## config.mk

```make
export PLATFORM = sky130hd
export DESIGN_NAME = mox125_bus_arbiter
export DESIGN_NICKNAME = d
export VERILOG_FILES = /design/src/rtl/mox125_bus_arbiter.sv
export SDC_FILE = /design/constraint.sdc
export NUM_CORES = 1
export LEC_CHECK = 0
export CELL_PAD_IN_SITES_DETAIL_PLACEMENT = 0
export CELL_PAD_IN_SITES_GLOBAL_PLACEMENT = 1
export CORE_MARGIN = 5
export CORE_UTILIZATION = 16
export CTS_CLUSTER_SIZE = 20
export DETAILED_ROUTE_END_ITERATION = 6
export GPL_ROUTABILITY_DRIVEN = 1
export HOLD_SLACK_MARGIN = 0.06
export PLACE_DENSITY_LB_ADDON = 0.1
export SETUP_SLACK_MARGIN = 0.02
export SYNTH_ARGS = -nofsm -noshare
export SYNTH_HDL_FRONTEND = slang
export SYNTH_SLANG_ARGS = --single-unit
```

## constraint.sdc

```tcl
create_clock -name clk_i -period 2 [get_ports clk_i]
set_clock_uncertainty 0.05 [all_clocks]
set_input_delay 0.2 -clock clk_i [delete_from_list [all_inputs] [get_ports clk_i]]
set_output_delay 0.2 -clock clk_i [all_outputs]
set_load 0.05 [all_outputs]
```

## src/rtl/mox125_bus_arbiter.sv

```systemverilog
// -----------------------------------------------------------------------------
// mox125_bus_arbiter
//
// Two-master arbiter in front of one shared external memory bus (Wishbone-like
// classic cycles). Master 0 is the read-only instruction-cache fill port;
// master 1 is the data port.
//
// Handshake: a master owns the bus for as long as it holds cyc high once
// granted. Each beat is offered with stb and completes in the cycle where the
// slave returns ack; cyc may stay high across strobe gaps. Owner changes always
// pass through IDLE, so there is no preemption. If the owner strobes for
// TIMEOUT cycles and no ack comes, the owner gets a one-cycle err. The arbiter
// then parks in DRAIN until that owner drops cyc.
//
// Ports:
//   clk_i, rst_n_i           clock, asynchronous active-low reset
//   m0_adr/sel/cyc/stb_i     master 0 request (read only)
//   m0_dat/ack/err_o         master 0 response
//   m1_adr/dat/we/sel/cyc/stb_i  master 1 request
//   m1_dat/ack/err_o         master 1 response
//   s_adr/dat/we/sel/cyc/stb_o   shared bus request
//   s_dat_i, s_ack_i         shared bus response
//   gnt_o                    one-hot owner (bit0 = m0, bit1 = m1)
//   state_o                  FSM state (IDLE=0, GNT0=1, GNT1=2, DRAIN=3)
// -----------------------------------------------------------------------------
module mox125_bus_arbiter #(
  parameter int TIMEOUT = 255
) (
  input  logic        clk_i,
  input  logic        rst_n_i,
  input  logic [31:0] m0_adr_i,
  input  logic [1:0]  m0_sel_i,
  input  logic        m0_cyc_i,
  input  logic        m0_stb_i,
  output logic [15:0] m0_dat_o,
  output logic        m0_ack_o,
  output logic        m0_err_o,
  input  logic [31:0] m1_adr_i,
  input  logic [15:0] m1_dat_i,
  input  logic        m1_we_i,
  input  logic [1:0]  m1_sel_i,
  input  logic        m1_cyc_i,
  input  logic        m1_stb_i,
  output logic [15:0] m1_dat_o,
  output logic        m1_ack_o,
  output logic        m1_err_o,
  output logic [31:0] s_adr_o,
  output logic [15:0] s_dat_o,
  output logic        s_we_o,
  output logic [1:0]  s_sel_o,
  output logic        s_cyc_o,
  output logic        s_stb_o,
  input  logic [15:0] s_dat_i,
  input  logic        s_ack_i,
  output logic [1:0]  gnt_o,
  output logic [1:0]  state_o
);

  typedef enum logic [1:0] {
    IDLE  = 2'd0,
    GNT0  = 2'd1,
    GNT1  = 2'd2,
    DRAIN = 2'd3
  } state_t;

  localparam logic [7:0] TIMEOUT_V = 8'(TIMEOUT);

  state_t     state;
  logic       last_gnt;
  logic [7:0] stall_cnt;

  logic       in_gnt;
  logic       owner_cyc;
  logic       owner_stb;
  logic       timeout_hit;

  // last_gnt always names the current owner in GNTx, and it still names the
  // erroring owner in DRAIN, so one mux serves both states.
  assign in_gnt      = (state == GNT0) || (state == GNT1);
  assign owner_cyc   = last_gnt ? m1_cyc_i : m0_cyc_i;
  assign owner_stb   = last_gnt ? m1_stb_i : m0_stb_i;
  // An ack in the same cycle the limit is reached wins over the error.
  assign timeout_hit = in_gnt && (stall_cnt == TIMEOUT_V) && !s_ack_i;

  assign state_o  = state;
  assign m0_dat_o = s_dat_i;
  assign m1_dat_o = s_dat_i;

  always_ff @(posedge clk_i or negedge rst_n_i) begin
    if (!rst_n_i) begin
      state     <= IDLE;
      last_gnt  <= 1'b0;
      stall_cnt <= 8'd0;
    end else begin
      case (state)
        IDLE: begin
          stall_cnt <= 8'd0;
          // On a tie, grant the master that did not have the bus last.
          if (m1_cyc_i && (!m0_cyc_i || !last_gnt)) begin
            state    <= GNT1;
            last_gnt <= 1'b1;
          end else if (m0_cyc_i) begin
            state    <= GNT0;
            last_gnt <= 1'b0;
          end
        end
        GNT0, GNT1: begin
          if (timeout_hit) begin
            state     <= DRAIN;
            stall_cnt <= 8'd0;
          end else if (!owner_cyc) begin
            state     <= IDLE;
            stall_cnt <= 8'd0;
          end else if (s_ack_i || !owner_stb) begin
            stall_cnt <= 8'd0;
          end else if (stall_cnt != 8'hFF) begin
            stall_cnt <= stall_cnt + 8'd1;
          end
        end
        DRAIN: begin
          stall_cnt <= 8'd0;
          if (!owner_cyc) begin
            state <= IDLE;
          end
        end
        default: begin
          state     <= IDLE;
          stall_cnt <= 8'd0;
        end
      endcase
    end
  end

  // Bus steering and responses are decoded from the registered state, so a
  // reset clears them immediately without waiting for a clock edge.
  always_comb begin
    s_adr_o  = 32'd0;
    s_dat_o  = 16'd0;
    s_we_o   = 1'b0;
    s_sel_o  = 2'b00;
    s_cyc_o  = 1'b0;
    s_stb_o  = 1'b0;
    gnt_o    = 2'b00;
    m0_ack_o = 1'b0;
    m0_err_o = 1'b0;
    m1_ack_o = 1'b0;
    m1_err_o = 1'b0;
    case (state)
      GNT0: begin
        s_adr_o  = m0_adr_i;
        s_sel_o  = m0_sel_i;
        s_cyc_o  = m0_cyc_i;
        s_stb_o  = m0_stb_i;
        gnt_o    = 2'b01;
        m0_ack_o = s_ack_i && m0_stb_i;
        m0_err_o = timeout_hit;
      end
      GNT1: begin
        s_adr_o  = m1_adr_i;
        s_dat_o  = m1_dat_i;
        s_we_o   = m1_we_i;
        s_sel_o  = m1_sel_i;
        s_cyc_o  = m1_cyc_i;
        s_stb_o  = m1_stb_i;
        gnt_o    = 2'b10;
        m1_ack_o = s_ack_i && m1_stb_i;
        m1_err_o = timeout_hit;
      end
      default: begin
      end
    endcase
  end

endmodule

```

Word-level counts from Yosys, hierarchy flattened
Index checks and enable logic that the tools add are counted.

Add/sub/neg operators: 1. Equality and inequality tests: 7. Multiplexer cells: 25. Reductions and logical operators: 17.

Operator list (number): $pmux W32 S2 (1); $mux W8 (4); $mux W16 (1); $pmux W8 S2 (1); $mux W1 (9); $add A8 B1 Y8 const B (1); $eq A8 B8 Y1 const B (1); $mux W2 (4); $ne A8 B8 Y1 const B (1); $pmux W2 S2 (2); $pmux W2 S3 (1); $logic_and A1 B1 Y1 (5); $ne A5 B5 Y1 const B (1); $eq A2 B2 Y1 const B (2); $logic_not A1 Y1 (4); $pmux W1 S2 (2); $reduce_or A2 Y1 (2); $logic_or A1 B1 Y1 (3); $ne A3 B3 Y1 const B (1); $eq A2 B1 Y1 const B (1); $logic_not A2 Y1 (1); $reduce_and A2 Y1 (1); $reduce_bool A2 Y1 (1).

Register bits after elaboration: 11. Input port bits: 108. Word-level logic and storage cells: 53.

Depth between registers and ports, before layout
Depth after elaboration: 7. Gate-level depth with buffers: 6.

Worst setup path after synthesis
Ideal clock, no wire load.

Path kind: register to output. Start: register state[0], in the netlist state_o[0]. End: output s_adr_o[0]. Arrival time: 2356 ps. Data required time: 1750 ps. Setup slack: -606 ps. Cell stages (with the launch flop): 6. Path buffers: 2. Path through: dfrtp_1 inv_1 ha_1 clkbuf_1 clkbuf_1 nor2b_1.

Longest elaborated chain between the ends: 2. Elaborated cells between the ends (all ways): 3.

Ends and longest elaborated chain: start: declaration (RTL line 68) `state_t state;`; start signal: assignment (RTL line 91) `state <= IDLE;`; start signal: assignment (RTL line 100) `state <= GNT1;`; start signal: assignment (RTL line 103) `state <= GNT0;`; $eq A2 B2 Y1 or $eq A2 B1 Y1 (tied branches) (RTL line 148) `case (state)`; $pmux W32 S2 (*) (RTL line 148); end: declaration (RTL line 47) `output logic [31:0] s_adr_o,`.

Every way passes the cells marked *; elsewhere a longest branch is shown, timed or not.

Worst setup path after layout
Start: register state[0], in the netlist state_o[0]. End: output m0_err_o.

Longest elaborated chain between the ends: 5. Elaborated cells between the ends (all ways): 6.

Ends and longest elaborated chain: $eq A2 B1 Y1 or $eq A2 B2 Y1 (tied branches) (RTL line 79, 148); $logic_or A1 B1 Y1 (RTL line 79) `assign in_gnt = (state == GNT0) || (state == GNT1);`; $logic_and A1 B1 Y1 (2 in a row) (RTL line 83) `assign timeout_hit = in_gnt && (stall_cnt == TIMEOUT_V) && !s_ack_i;`; $mux W1 (*) (RTL line 148); end: declaration (RTL line 37) `output logic m0_err_o,`.

Marks and branches as above.

==> impl_metrics.tcl <==
set metrics [dict create \
    port_buffers 152 \
    holdBufCountCts 0 \
    endpoint_kind "primary output" \
    final_hold_viol_count 0 \
    grt_usage 0.124 \
    fin_crit_sh 0.979 \
    htreeDepth 1 \
    critPathLaunch "state_o[0]" \
    utilization 0.439 \
    r2r-end "state_o[1]" \
    cellLeakagePower_nw 1.61 \
    start_util 0.163 \
    mappedNetlistNets 319 \
    nNetsFinal 446 \
    synth_seq_cells 11 \
    endpoint "m0_err_o" \
    antenna_found_initial 0 \
    post-route-min-period_ns 1.96 \
    first_pass_iters 4 \
    cp_max_fo 4 \
    dieArea_um2 11900 \
    wirelength_mm 8.27 \
    arrival_ns 1.71 \
    async_flop_share 1.00 \
    routabilityCongestion 0.738 \
    io_pins 201 \
    rr_worst_depth 7 \
    drc 0 \
    drt-wirelength-per-cell_um 17.8 \
    antenna_left 0 \
    viasPerCell 4.21 \
    drive_gt1_frac 0.485 \
    crit_type "flip-flop to primary output" \
    slew_headroom 0.650 \
    fillers 931 \
    worstHoldPathType "input port to async pin" \
    dp_hpwl_mm 6.43 \
    synthDistinctLibCells 31 \
    cts-root-buf "clkbuf_8" \
    max-clock-path-buffers 2 \
    globalRoute.totalOverflow 0 \
    critPathRequiredTime_ns 1.75 \
    drt-initial-drc-count 57 \
    setup_violations 0 \
    p_per_area_nw_per_um2 1570 \
    seq_area_um2 278 \
    clkTransAtPathRegs_ns 0.05 \
    design_area_um2 4250 \
    status "completed" \
    startpoint_type "flip-flop" \
    grt_pass1_wl_mm 11.6 \
    yosysSeqAreaShare 0.175 \
    syn_inst 204 \
    ff2ff_setup_slack_ns 0.23 \
    synthesis.area_um2 1580 \
    ir_worst_vdd_mv 0.505 \
    placed_area_um2 3920 \
    insertion_delay_ns 0.24 \
    rsz0062_at_grt "yes" \
    rows 36 \
    synth_warnings 0 \
    max_slew.worst_pin.slew_ns 0.523 \
    synth-edff-count 0 \
    rr_startpoint "state_o[0]" \
    grt_pass1_vias 1924 \
    synth_ff_type "dfrtp_1" \
    area_delta_synth_final_pct 170 \
    cts_tree "done" \
    cts.sinks 11 \
    grt_max_degree 38 \
    dr_total_vias 1952 \
    multi_input_comb_area_um2 1430 \
    die_w_um 109 \
    cts_inserted_buffers 3 \
    fmax_mhz 511 \
    die_h_um 109 \
    core_area_um2 9680 \
    slew_violations 0 \
    avgSynthCellArea_um2 7.72 \
    max_cap_violations 0 \
]
state kept, by name, indices dropped and copies added, names as in the netlist:
register and count:
state_o 2, last_gnt 1, stall_cnt 8
cell usage in the layout, fill, tap and decap left out, types with 2 or more instances in the layout:
| master | n |
|---|---|
| nor2_1 | 2 |
| clkbuf_16 | 2 |
| and2_1 | 7 |
| a22oi_2 | 19 |
| and2_4 | 2 |
| dfrtp_2 | 2 |
| xor2_1 | 2 |
| and2_2 | 10 |
| nor3_1 | 6 |
| o21ai_0 | 4 |
| nand2_1 | 2 |
| ha_1 | 3 |
| a22oi_1 | 17 |
| nor2b_4 | 36 |
| inv_1 | 2 |
| clkbuf_8 | 3 |
| buf_6 | 2 |
| nand3_1 | 4 |
| and3_1 | 2 |
| buf_12 | 61 |
| ha_4 | 3 |
| or3_1 | 3 |
| mux2_2 | 2 |
| buf_4 | 11 |
| a211oi_1 | 2 |
| clkdlybuf4s50_1 | 93 |
| dfrtp_1 | 9 |
| a21oi_1 | 3 |
metrics by stage:
stage / TNS (ns) / std cells / hold slack [ns] / total power [mW] / setup WS, ns
2_1_floorplan: 0 / 204 / -0.146 / 3.63 / 0.0234
3_3_place_gp: 0 / 451 / 0.351 / 5.94 / 0.170
3_5_place_dp: 0 / 451 / 0.351 / 5.92 / 0.142
4_1_cts: 0 / 456 / 0.267 / 6.18 / 0.0318
5_1_grt: -0.273 / 463 / 0.295 / 6.96 / -0.0216
6_report: 0 / 464 / 0.251 / 6.65 / 0.0425
metal layers:
layer	global-route usage	part of all wire
met4	0.0151	0.00097
met2	0.208	0.49
met1	0.163	0.42
met5	0	0
met3	0.0349	0.085
synthesized netlist by cell type (all sizes together) (4+ instances only):
cell type	instances	area [um2]
ha	7	87.6
inv	4	15.0
and2	19	119
nor3	7	35.0
nand3	5	25.0
buf	39	272
dfrtp	11	275
nor2b	36	225
a22oi	36	270
o21ai	4	20.0
clkbuf	8	30.0
report_power, final:
group          switching, mW  internal (mW)
logic                   3.04           3.08
registers             0.0532          0.260
clock network         0.0828          0.140
logic make-up (layout without fill, tap and decap cells):
kind of cell | Yosys count | in the layout | synth area share
AND/OR/NAND/NOR | 78 | 78 | 0.294
AO/OA/AOI/OAI | 51 | 51 | 0.237
buffers and inverters | 51 | 177 | 0.201
flip-flops | 11 | 11 | 0.175
adder cells (fa/ha/maj) | 7 | 7 | 0.0556
XOR/XNOR | 3 | 3 | 0.0167
multiplexers | 3 | 3 | 0.0207
other | 0 | 1 | 0
worst min path at each step:
stage	from	endpoint	slack [ns]	cells after the start
2_1_floorplan	rst_n_i	last_gnt	-0.15	0
3_3_place_gp	s_dat_i[2]	m0_dat_o[2]	0.35	0
3_5_place_dp	s_dat_i[2]	m0_dat_o[2]	0.35	0
4_1_cts	rst_n_i	stall_cnt[7]	0.27	1
5_1_grt	rst_n_i	stall_cnt[1]	0.30	1
6_report	rst_n_i	stall_cnt[6]	0.25	1
area by class of cell:
class	instances	area share
diodes	1	0.000589
clock buffers	4	0.0106
inverters	4	0.00500
multi-input cells	142	0.336
flip-flops and latches	11	0.0654
well taps	133	0.0392
repair buffers	169	0.543
what timing repair did:
| action | CTS | global route |
|---|---|---|
| buffers inserted | 1 | 4 |
| endpoints found under the setup margin | 6 | 31 |
| pin swaps | 1 | 3 |
| gates resized for setup | 5 | 32 |
| cloned | 0 | 3 |
worst max-delay path, stage by stage (launching register included):
cell and delay [ns]:
dfrtp_2 0.38, clkinvlp_4 0.15, ha_4 0.33, nand2b_4 0.06, nor3_4 0.23, and2_4 0.19
buf_12 0.13
Power figures use the tool's default switching activity.
